--- config.mk ---
export PLATFORM = sky130hd
export DESIGN_NAME = wb_port_arbiter
export DESIGN_NICKNAME = d
export VERILOG_FILES = /design/src/rtl/wb_port_arbiter.sv
export SDC_FILE = /design/constraint.sdc
export NUM_CORES = 1
export LEC_CHECK = 0
export ABC_AREA = 1
export CORE_UTILIZATION = 42
export CTS_BUF_LIST = sky130_fd_sc_hd__clkbuf_16
export DETAILED_ROUTE_END_ITERATION = 8
export GPL_TIMING_DRIVEN = 0
export HOLD_SLACK_MARGIN = 0.02
export PLACE_DENSITY_LB_ADDON = 0.15
export SLEW_MARGIN = 10
export SYNTH_ARGS = -nofsm -noshare
export SYNTH_HDL_FRONTEND = slang
export SYNTH_SLANG_ARGS = --single-unit
export TNS_END_PERCENT = 10
--- constraint.sdc ---
create_clock -name clk -period 2.98 [get_ports clk]
set_input_delay 0.447 -clock clk [delete_from_list [all_inputs] [get_ports clk]]
set_output_delay 0.447 -clock clk [all_outputs]
set_load 0.005 [all_outputs]
--- src/rtl/wb_port_arbiter.sv ---
// -----------------------------------------------------------------------------
// wb_port_arbiter
//
// Shares the register file's single write port between NUM_REQ write-back
// sources (ALU, load unit, multiplier, ...). Index 0 has the highest static
// priority. A requester stalled for STARVE_LIMIT consecutive cycles is
// escalated above all non-escalated requesters. The winning write is
// registered before it reaches the register file.
//
// Requests with a zero destination register are accepted immediately and
// dropped; they never compete for the port. The register file has no write
// enable, so an idle cycle drives wr_rd = 0.
//
// Ports:
//   clk        clock, all state updates on the rising edge
//   reset      synchronous, active-high reset
//   req_valid  per-requester write request
//   req_rd     per-requester destination register
//   req_data   per-requester write data
//   req_ready  combinational accept per requester (all-zero during reset)
//   wr_rd      registered write index, 0 = no write
//   wr_data    registered write data
//   wr_valid   registered, high when wr_rd/wr_data carry an accepted write
//   wr_src     registered index of the requester that produced the write
// -----------------------------------------------------------------------------
package PARAMS_pkg;
    localparam int WD_SIZE        = 32;
    localparam int INSTR_REG_BITS = 5;
endpackage

module wb_port_arbiter
    import PARAMS_pkg::*;
#(
    parameter int  NUM_REQ      = 3,
    parameter int  STARVE_LIMIT = 4,
    localparam int SRC_W        = (NUM_REQ > 1) ? $clog2(NUM_REQ) : 1,
    localparam int CNT_W        = $clog2(STARVE_LIMIT + 1)
) (
    input  logic                                   clk,
    input  logic                                   reset,
    input  logic [NUM_REQ-1:0]                     req_valid,
    input  logic [NUM_REQ-1:0][INSTR_REG_BITS-1:0] req_rd,
    input  logic [NUM_REQ-1:0][WD_SIZE-1:0]        req_data,
    output logic [NUM_REQ-1:0]                     req_ready,
    output logic [INSTR_REG_BITS-1:0]              wr_rd,
    output logic [WD_SIZE-1:0]                     wr_data,
    output logic                                   wr_valid,
    output logic [SRC_W-1:0]                       wr_src
);

    localparam logic [CNT_W-1:0] LIMIT = CNT_W'(STARVE_LIMIT);

    // Per-requester consecutive-stall counters.
    logic [NUM_REQ-1:0][CNT_W-1:0] cnt_q, cnt_d;

    // Output stage.
    logic [INSTR_REG_BITS-1:0] wr_rd_q, wr_rd_d;
    logic [WD_SIZE-1:0]        wr_data_q, wr_data_d;
    logic                      wr_valid_q, wr_valid_d;
    logic [SRC_W-1:0]          wr_src_q, wr_src_d;

    logic [NUM_REQ-1:0] real_req;   // valid with rd != 0: competes for the port
    logic [NUM_REQ-1:0] drop_req;   // valid with rd == 0: accepted and discarded
    logic [NUM_REQ-1:0] escalated;
    logic [NUM_REQ-1:0] pool;
    logic [NUM_REQ-1:0] grant;
    logic [SRC_W-1:0]   grant_idx;
    logic               any_grant;

    // NOTE: combinational blocks use blocking assignments and give every
    // output a default first, so no path can leave a latch behind.
    always_comb begin
        real_req  = '0;
        drop_req  = '0;
        escalated = '0;
        for (int i = 0; i < NUM_REQ; i++) begin
            real_req[i]  = req_valid[i] && (req_rd[i] != '0);
            drop_req[i]  = req_valid[i] && (req_rd[i] == '0);
            escalated[i] = real_req[i] && (cnt_q[i] == LIMIT);
        end
    end

    // Escalated candidates, if any, form the whole candidate pool; the lowest
    // index in the pool wins. Scanning downwards leaves the lowest index.
    always_comb begin
        pool      = (|escalated) ? escalated : real_req;
        any_grant = |real_req;
        grant_idx = '0;
        grant     = '0;
        for (int i = NUM_REQ - 1; i >= 0; i--) begin
            if (pool[i]) begin
                grant_idx = SRC_W'(i);
            end
        end
        if (any_grant) begin
            grant[grant_idx] = 1'b1;
        end
    end

    always_comb begin
        req_ready = reset ? '0 : (drop_req | grant);
    end

    // Counters clear when the requester is idle or wins, otherwise count up
    // and saturate at the limit.
    always_comb begin
        cnt_d = cnt_q;
        for (int i = 0; i < NUM_REQ; i++) begin
            if (!real_req[i] || grant[i]) begin
                cnt_d[i] = '0;
            end else if (cnt_q[i] != LIMIT) begin
                cnt_d[i] = cnt_q[i] + 1'b1;
            end
        end
    end

    // Without a grant, wr_data and wr_src hold: the register file ignores
    // them when wr_rd is 0, and holding avoids needless toggling.
    always_comb begin
        wr_rd_d    = '0;
        wr_valid_d = 1'b0;
        wr_data_d  = wr_data_q;
        wr_src_d   = wr_src_q;
        if (any_grant) begin
            wr_rd_d    = req_rd[grant_idx];
            wr_data_d  = req_data[grant_idx];
            wr_valid_d = 1'b1;
            wr_src_d   = grant_idx;
        end
    end

    // NOTE: state is updated with non-blocking assignments; reset clears
    // every register here, including a write staged just before reset.
    always_ff @(posedge clk) begin
        if (reset) begin
            cnt_q      <= '0;
            wr_rd_q    <= '0;
            wr_data_q  <= '0;
            wr_valid_q <= 1'b0;
            wr_src_q   <= '0;
        end else begin
            cnt_q      <= cnt_d;
            wr_rd_q    <= wr_rd_d;
            wr_data_q  <= wr_data_d;
            wr_valid_q <= wr_valid_d;
            wr_src_q   <= wr_src_d;
        end
    end

    assign wr_rd    = wr_rd_q;
    assign wr_data  = wr_data_q;
    assign wr_valid = wr_valid_q;
    assign wr_src   = wr_src_q;

endmodule

# Word-level counts from Yosys, hierarchy flattened
# Cells that the tools add are included.
# word_totals
reg_bits	49
input_bits	116
out_inout_bits	43
wordCells	61
# op_classes
n_addsub	3
magnitude_cmp	2
eq_ne	6
muxes	13
bitwise	2
reduce_logical	28
# op_table
operator	count
$bmux W32 S2	1
$mux W32	1
$logic_not A5 Y1	3
$reduce_bool A5 Y1	3
$bmux W5 S2	1
$logic_and A1 B1 Y1	10
$add A3 B1 Y3 const B	3
$eq A3 B3 Y1 const B	3
$mux W3	3
$ne A3 B3 Y1 const B	3
$reduce_or A2 Y1	4
$mux W2	3
$reduce_or A3 Y1	2
$mux W5	1
$logic_not A1 Y1	3
$logic_or A1 B1 Y1	3
$lt A2 B3 Y1 const B	1
$or A3 B3 Y3	1
$demux W1 S2	1
$ge A2 B1 Y1 const B	1
$mux W1	2
$not A1 Y1	1

# Depth between registers and ports, before layout
# Gate-level depths: netlist of run 1.
# logic_depth
depth_word	15
ltp_mapped	16
depth_no_buf	15

# Worst setup path after synthesis of run 1
# Ideal clock, no wire load.
# synth_timing
path_type	register to output
startpoint	register cnt_q[3] in the netlist's numbering
endpoint	output req_ready[0]
t_arrival_ns	1.563
required_ns	2.533
slack_ns	0.970
path_stages_with_launch	14
path_buffers	2
path_cell_list	dfxtp_1 -> inv_1 -> ha_1 -> nand2_2 -> inv_2 -> nand3_4 -> nand3_2 -> nand2_2 -> nand2_4 -> buf_4 -> buf_4 -> o21ai_0 -> nand2_1 -> inv_1
# synth_between
elab_chain_cells	14
elab_cells_between_ends	15
classes_between	order compare (2); eq/ne (1); mux (8); bitwise (1); reduce/logical (3)
# synth_rtl
item	line_no	rtl
start: declaration	54	logic [NUM_REQ-1:0][CNT_W-1:0] cnt_q, cnt_d;
start signal: assignment	142	cnt_q <= cnt_d;
$eq A3 B3 Y1 *	79	escalated[i] = real_req[i] && (cnt_q[i] == LIMIT);
$logic_and A1 B1 Y1 *	79	
$reduce_or A3 Y1	86	pool = (|escalated) ? escalated : real_req;
$mux W3 *	86	
$mux W2 (2 in series)	91	if (pool[i]) begin
$mux W2 *	91	
$lt A2 B3 Y1 (not written as such) or $ge A2 B1 Y1 (tied branches)	96	grant[grant_idx] = 1'b1;
$logic_and A1 B1 Y1 (not written as such)	96	
$mux W1 (not written as such)	96	
$demux W1 S2 *	96	
$mux W3 *	95	if (any_grant) begin
$or A3 B3 Y3 *	101	req_ready = reset ? '0 : (drop_req | grant);
$mux W3 *	101	
end: declaration	44	output logic [NUM_REQ-1:0] req_ready,
# Mark *: on every way between the ends. The rest lies on a longest branch, timed or not.

# Worst setup path in the final report of run 1
# layout_timing
startpoint	input req_rd[2] in the netlist's numbering
endpoint	output req_ready[0]
# layout_between
elab_chain_cells	15
elab_cells_between_ends	19
classes_between	order compare (2); mux (8); bitwise (1); reduce/logical (8)
# layout_rtl
item	line_no	rtl
start: declaration	42	input logic [NUM_REQ-1:0][INSTR_REG_BITS-1:0] req_rd,
$reduce_bool A5 Y1	77	real_req[i] = req_valid[i] && (req_rd[i] != '0);
$logic_and A1 B1 Y1	77	
$logic_and A1 B1 Y1	79	
$reduce_or A3 Y1	86	
$mux W3	86	
$mux W2 (3 in series)	91	
$lt A2 B3 Y1 (not written as such) or $ge A2 B1 Y1 (tied branches)	96	
$logic_and A1 B1 Y1 (not written as such)	96	
$mux W1 (not written as such)	96	
$demux W1 S2	96	
$mux W3	95	
$or A3 B3 Y3 *	101	
$mux W3 *	101	
# Marked as above.

==> run metrics, run 1 <==
Slowest-stage cell, CP clkdlybuf4s50_1; Seq/Total Area, Yosys 33.6%; Mapped Avg Cell Area between 6 and 7 sq um; H-tree Lvls 2; vias in the first global route approximately 3,300; first-pass GRT wire length roughly 15 mm; total track usage approximately a quarter; PortBufs 158; Static Leak between 2 and 2.5 nW; Remaining DRCs 0; R2R setup slack roughly 780 ps; Num CTS Buffers 5; Final Hold Violating Endpoints 0; status complete, no violations; worst path buffer plus inverter count 4; vias post-DR around 3,500; Die Wd 85.4 um; worst r2r path cells 17; die height between 80 and 90 um; Design Power ~1.9 mW; hold path startpoint wr_src[0]; Max-Cap Viols 0; largest net degree at the start of global routing 20; dpl hpwl roughly 7.2 mm; vias per cell approximately 4.9; mapped cell area approximately 2900 sq um; CTS tree built; Crit path depth 12; reg2reg end wr_data[4]; Clock Sinks just under 50; Setup Skew 4.39 ps; maximum VDD drop between 0.2 and 0.3 mV; cell taking the most area after synthesis dfxtp_1; Rows 30; WL/cell 13.3 um; Hold Path Sink wr_src[0]; CTS Root Cell clkbuf_16; Core ar. between 6000 and 7000 sq um; clock buffer depth 2; Tightest Pin Transition roughly 530 ps; share of cells above drive strength 1 9.19%; WS Path Type input port to primary output; fmax between 300 and 400 MHz; relative slew slack 64.7%; Mapped Nets slightly below 600; Most common cell on crit path nand3_2; CP cell instances clkdlybuf4s50_1, nor2_2, nand3_2, nand3_2, nand3_2, nand2_2, nand2_4, buf_12, o21ai_0, nand2_1, inv_1, clkdlybuf4s50_1; Synth top area share about a third; TritonRoute pass-1 iters 4; clock slew at reported path FFs about 60 ps; worst endpoint data arrival time ~2400 ps; max incr delay on CP just under 500 ps; grt total ovfl 0; Area growth syn-to-layout 65.8%; Clock Latency Late Sink about 290 ps; Syn. warnings 0; RePlAce Congestion 0.820; Min-Delay Path Depth 2; RR Startpoint cnt_q[3]; Fillers 561; top area cells in the synthesized netlist dfxtp_1, nand2_1, nand3_1, a21oi_1, inv_1; final period utilization a little over nine tenths; Starting DRT DRC Count a little over 100; setup TNS 0 ps; min Tclk post-route ~2900 ps; Initial Util a little over two fifths; Yosys reg bits 49; drt total wl 9.49 mm; initial antenna violation count 0; Startpoint Class input port; Tightest Hold Check Type register to register; Cells after Synth 462; final setup vio count 0; NumNets Final about 750; CP Max Fanout 5; Yosys cell types 27; Crit path max-delay family buffers and inverters; CP endpoint kind primary output; CP required between 2000 and 3000 ps; power per cell area 390 nW/um^2; hold_ws 476 ps; diode count 0; io pins ~160; Slew Viols, Final 0; ANT nets after route 0; Die ar. between 7000 and 8000 sq um
## per-stage QoR
stage | area (sq um) | std cells | utilization [%] | worst slack, ps
floorplan | 2920 | 462 | - | 970
global placement | 4600 | 700 | 68.1 | -97.6
detailed placement | 4600 | 700 | 68.1 | -172
CTS | 4780 | 707 | 70.8 | 6.55
global route | 4840 | 711 | 71.7 | -18.9
finish | 4840 | 711 | 71.7 | 113
## flip-flops by register name, indices dropped and copies added (netlist names)
register  flops
wr_src        2
wr_rd         5
wr_valid      1
cnt_q         9
wr_data      32
## Yosys cell counts (all sizes together)
cell and number:
xnor2 3, o21ai 6, nand3b 1, nor2 28
a31oi 5, dfxtp 49, nand3 67, inv 37
clkbuf 5, ha 6, xor2 1, nand4 3
a21oi 25, nand2 203, a211oi 2, buf 21
## report_power, final
| group | internal (mW) | switching, mW |
|---|---|---|
| Sequential | 0.704 | 0.0232 |
| Combinational | 0.304 | 0.223 |
| Clock | 0.390 | 0.245 |
| Total | 1.40 | 0.491 |
## worst max-delay path by stage
stage / endpoint / start / slack [ps]
2_1_floorplan: req_ready[0] / cnt_q[3] / 970
3_3_place_gp: req_ready[0] / req_rd[7] / -100
3_5_place_dp: req_ready[0] / req_rd[7] / -170
4_1_cts: req_ready[2] / req_rd[6] / 7
5_1_grt: req_ready[0] / req_rd[2] / -20
6_report: req_ready[0] / req_rd[2] / 110
## cells in the final DEF (no fill, tap or decap), types with 5 or more instances in the layout
cell             instances
nor2_1                  22
buf_2                    7
dfxtp_1                 49
buf_4                   13
a21oi_1                 25
nand2_1                196
inv_2                    5
clkbuf_1                 5
inv_1                   32
ha_1                     6
nand3_1                 59
nand2_2                  6
clkdlybuf4s50_1        155
clkbuf_16                5
a31oi_1                  5
nand3_2                  7
o21ai_0                  6
## cell type report
cell class                      instances  area, sq um  area share [%]
Multi-Input combinational cell        350         1670            34.5
Buffer                                 25          164            3.39
Tap cell                               80          100            2.07
Inverter                               37          139            2.87
Clock buffer                            5          125            2.58
Timing Repair Buffer                  163         1630            33.6
Sequential cell                        49          981            20.3
Clock inverter                          2         35.0           0.724
## per-layer routing
layer  wire (um)  global-route usage (%)  vias up
li1            -                       -     1794
met1        4060                    31.5     1533
met2        4430                    45.7      140
met3         714                    6.52       24
met4         277                    9.70        0
met5           0                       0        -
## worst reg2reg max path: stages (launching register included)
cell,delay [ps]
dfxtp_1,360
inv_1,70
ha_1,220
nand2_2,130
inv_2,80
nand3_4,90
nand3_2,90
nand2_2,90
nand2_4,90
buf_4,160
inv_2,80
nor2_8,70
nor2_8,120
buf_4,200
nand2_1,70
nand3_1,80
nand2_1,60
inv_1,60
## cells by family after synthesis
kind of cell             Yosys count  share of synthesized area (%)
XOR/XNOR                           4                           1.20
AND/OR/NAND/NOR                  302                           45.7
flip-flops                        49                           33.6
adder cells (fa/ha/maj)            6                           2.57
AO/OA/AOI/OAI                     38                           6.90
buffers and inverters             63                           10.0
## what timing repair did
item,CTS,global route
resized for setup,6,11
pin swaps,3,6
setup buffers,1,4
hold buffers,0,0
setup endpoints to repair,3,3
Note: power is estimated with default switching activity, not from simulation.
==> run 2, diff against run 1 <==
--- a/config.mk
+++ b/config.mk
@@ -12,6 +12,7 @@
 export GPL_TIMING_DRIVEN = 0
 export HOLD_SLACK_MARGIN = 0.02
 export PLACE_DENSITY_LB_ADDON = 0.15
+export RECOVER_POWER = 100
 export SLEW_MARGIN = 10
 export SYNTH_ARGS = -nofsm -noshare
 export SYNTH_HDL_FRONTEND = slang
==> run metrics, run 2 (synthesis gave the netlist of run 1 again) <==
status complete, no violations; CTS tree built; Remaining DRCs 0; Final Hold Violating Endpoints 0; diode count 0; clock buffer depth 2; PortBufs approximately 160; Met2 Wirelength around 4.4 mm; ANT nets after route 0; Tightest Hold Check Type register to register; initial antenna violation count 0; hold_ws approximately 470 ps; TritonRoute pass-1 iters 5; WS Path Type input port to primary output; Static Leak between 2 and 2.5 nW; Setup Skew between 4 and 5 ps; Initial Util between 40% and 50%; Die ar. 7290 sq um; first-pass GRT wire length 15.2 mm; worst path buffer plus inverter count 3; total track usage 26.3%; Met3 Wirelength around 690 um; Switching Share approximately a quarter; Most common cell on crit path nand3_2; CP Max Fanout 10; max incr delay on CP around 440 ps; relative slew slack around two thirds; RePlAce Congestion just over 0.8; cell internal pwr between 1 and 1.5 mW; Clock Latency Late Sink slightly below 300 ps; H-tree Lvls 2; largest net degree at the start of global routing 20; share of cells above drive strength 1 8.72%; dpl hpwl 7.19 mm; P_sw 0.488 mW; grt total ovfl 0; Num CTS Buffers 5; vias post-DR roughly 3,500; Core ar. around 6800 sq um; Min-Delay Path Depth 2; NumNets Final approximately 750; io pins approximately 160; pre-CTS setup slack -172 ps; Multi-input gate area 1670 sq um; vias per cell between 4 and 5; CP required around 2500 ps; Post-CTS Hold Fix Bufs 0; Crit path depth 11; Fillers 560; setup TNS 0 ps; maximum VDD drop 0.292 mV; Tightest Pin Transition roughly 530 ps; final setup vio count 0; worst r2r path cells 12; area taken by flip-flops and latches a little under 1000 sq um; setup ws final 105 ps; Slew Viols, Final 0; max reg flops 32; M1 WL around 4.1 mm; top layer in use met4; Startpoint Class input port; fmax about 350 MHz; CP endpoint kind primary output; Slowest-stage cell, CP clkdlybuf4s50_1; Rows 30; die height around 85 um; Area growth syn-to-layout 65.4%; # placed instances 700; Starting DRT DRC Count approximately 110; clock share of power 33.9%; WL/cell 13.3 um; commonest non-fill, non-tap cell in the layout nand2_1; CTS Root Cell clkbuf_16; clock slew at reported path FFs 60 ps; Sequential Power Share around 39%; Combinational Power Share about 27%; Die Wd around 85 um; Clock Sinks between 40 and 50; fin cells between 700 and 800; vias in the first global route 3,275; R2R setup slack around 700 ps; power per cell area 386 nW/um^2; most frequent cells in the layout nand2_1, clkdlybuf4s50_1, nand3_1; worst endpoint data arrival time between 2000 and 2500 ps; drt total wl 9.48 mm; final period utilization a little over nine tenths; Crit path max-delay family buffers and inverters; Max-Cap Viols 0; min Tclk post-route roughly 2900 ps; CP cell instances clkdlybuf4s50_1, nor2_2, nand3_2, nand3_2, nand3_2, nand2_2, nand2_4, nand2_2, clkbuf_1, a21oi_1, dlymetal6s2s_1
==> run 2: changes by cell type in the layout (fill, tap and decap cells not counted) <==
cell,delta
clkdlybuf4s50_1,-40
buf_4,-3
dlygate4sd3_1,+40
clkbuf_1,+3
==> run 2: through the flow <==
stage	area (sq um)	utilization [%]	total power, mW
detailed placement	4600	68.1	1.26
CTS	4780	70.8	1.89
finish	4830	71.5	1.87
floorplan	2920	-	0.950
global placement	4600	68.1	1.25
global route	4830	71.5	1.97
==> run 2: final timing paths <==
check	end	from
max	req_ready[1]	req_rd[2]
min	wr_src[0]	wr_src[0]
max reg2reg	cnt_q[4]	cnt_q[3]
min reg2reg	wr_src[0]	wr_src[0]
==> run 2: worst register-to-register path, stage by stage (launching register included) <==
cell and delay (ps):
dfxtp_1 360, inv_1 70, ha_1 220, nand2_2 130, inv_2 80, nand3_4 90
nand3_2 90, nand2_2 90, nand2_4 90, nand2_2 150, clkbuf_1 390, nand3_1 220
a211oi_1 210
==> run 2: final cells by class <==
cell class / instances / share of cell area [%]
Multi-Input combinational cell: 350 / 34.6
Sequential cell: 49 / 20.3
Clock inverter: 2 / 0.725
Inverter: 37 / 2.87
Timing Repair Buffer: 163 / 33.6
Tap cell: 80 / 2.07
Clock buffer: 5 / 2.59
Buffer: 25 / 3.24
==> run 2: repair_timing <==
action / 4_1_cts / 5_1_grt
setup endpoints to repair: 3 / 3
gates cloned: 0 / 0
pin swaps: 3 / 6
setup buffers: 1 / 4
resized for setup: 6 / 11
==> run 2: power by group through the flow <==
stage          Sequential, mW  Combinational [mW]  Clock [mW]
2_1_floorplan           0.745               0.205           0
3_3_place_gp            0.739               0.508           0
3_5_place_dp            0.740               0.515           0
4_1_cts                 0.727               0.520       0.646
5_1_grt                 0.731               0.560       0.676
6_report                0.725               0.509       0.633
==> run 2: layer usage <==
layer,up-vias,global-route usage (%)
met3,23,6.52
met4,0,9.70
met2,131,45.7
met5,-,0
li1,1796,-
met1,1566,31.5
==> run 3, diff against run 2 <==
--- a/config.mk
+++ b/config.mk
@@ -11,6 +11,7 @@
 export DETAILED_ROUTE_END_ITERATION = 8
 export GPL_TIMING_DRIVEN = 0
 export HOLD_SLACK_MARGIN = 0.02
+export MAX_ROUTING_LAYER = met4
 export PLACE_DENSITY_LB_ADDON = 0.15
 export RECOVER_POWER = 100
 export SLEW_MARGIN = 10
==> constraint.sdc (replaced) <==
create_clock -name clk -period 2.98 [get_ports clk]
set_input_delay 0.447 -clock clk [delete_from_list [all_inputs] [get_ports clk]]
set_output_delay 0.447 -clock clk [all_outputs]
set_load 0.02 [all_outputs]
==> run metrics, run 3 (synthesis gave the netlist of run 1 again) <==
clock slew at reported path FFs 60 ps; fmax between 300 and 400 MHz; Static Leak approximately 2.4 nW; Die ar. between 7000 and 8000 sq um; Area growth syn-to-layout 63.1%; CTS tree built; Remaining DRCs 0; first-pass GRT wire length roughly 15 mm; Final Hold Violating Endpoints 0; clock buffer depth 2; Fillers 574; largest net degree at the start of global routing 15; Startpoint Class input port; Starting DRT DRC Count between 100 and 150; io pins 159; commonest non-fill, non-tap cell in the layout nand2_1; worst endpoint data arrival time 2430 ps; power per cell area between 400 and 500 nW/um^2; dpl hpwl a little over 7 mm; post-layout util a little over two thirds; Rows 30; area taken by flip-flops and latches roughly 1000 sq um; grt total ovfl 0; Clock Sinks just under 50; final period utilization 96.5%; RePlAce Congestion ~0.83; vias in the first global route 3,283; Tightest Pin Transition 591 ps; CTS Root Cell clkbuf_16; relative slew slack 60.6%; Slew Viols, Final 0; Initial Util a little over two fifths; WL/cell 13.2 um; final setup vio count 0; PortBufs around 160; share of cells above drive strength 1 under 10%; Clock Latency Late Sink around 290 ps; die height 85.4 um; diode count 0; NumNets Final 749; vias per cell around 4.9; status complete, no violations; Max-Cap Viols 0; H-tree Lvls 2; CP endpoint kind primary output; CP Max Fanout 10; min Tclk post-route around 2900 ps; max reg flops 32; RSZ-0062 raised after global routing true; total track usage 27.0%; maximum VDD drop roughly 0.3 mV; Num CTS Buffers 5; drt total wl just over 9 mm; ANT nets after route 0; CP required 2530 ps; WS Path Type input port to primary output; most frequent cells in the layout nand2_1, clkdlybuf4s50_1, nand3_1; Die Wd between 80 and 90 um; vias post-DR 3,479; Setup Skew between 4 and 5 ps; Multi-input gate area 1650 sq um; Tightest Hold Check Type register to register; TritonRoute pass-1 iters 4; initial antenna violation count 0; hold_ws 471 ps; Core ar. about 6800 sq um
[run 3: report_power, final]
part / internal, mW / total [mW] / switching [mW]
logic: 0.282 / 0.554 / 0.272
registers: 0.704 / 0.725 / 0.0210
clock network: 0.390 / 0.635 / 0.245
total: 1.38 / 1.91 / 0.538
[run 3: final cells by class]
type	instances	share of cell area (%)
buffer	26	3.26
multi-input combinational	350	34.7
clock buffer	5	2.63
timing repair buffer	158	33.1
tap	80	2.10
sequential	49	20.6
clock inverter	2	0.735
inverter	37	2.92
[run 3: critical path: stages]
cell,delay (ps)
clkdlybuf4s50_1,480
nor2_1,60
nand3_1,150
nand3_2,130
nand3_2,110
nand2_2,60
nand2_4,90
nand2_1,150
clkbuf_4,230
a21oi_1,170
clkdlybuf4s15_1,320
[run 3: stage by stage]
step	TNS [ps]	power (mW)	std cells	instance area (sq um)	setup slack [ps]
after global placement	-431	1.30	700	4600	-201
after detailed placement	-591	1.31	700	4600	-275
final	0	1.91	707	4760	105
after global routing	-23.8	2.01	707	4760	-23.8
after CTS	0	1.94	707	4760	40.7
after floorplan	0	1.00	462	2920	885
[run 3: what timing repair did]
action	CTS	global route
hold buffers	0	0
gates resized for setup	4	6
endpoints found under the setup margin	3	3
setup buffers	0	0
[run 3: worst paths after layout]
path                  start           end  slack, ps  cells after the start
hold reg to reg   wr_src[0]     wr_src[0]        470                      2
hold / removal    wr_src[0]     wr_src[0]        470                      2
setup reg to reg   cnt_q[3]   wr_data[13]        850                     16
setup / recovery  req_rd[2]  req_ready[1]        100                     11
[run 3: routing by layer]
metal	track usage [%]	wire length, um	vias to the layer above
li1	-	-	1785
met1	31.7	3920	1531
met2	45.8	4430	143
met3	5.35	723	20
met4	9.70	252	0
met5	-	0	-
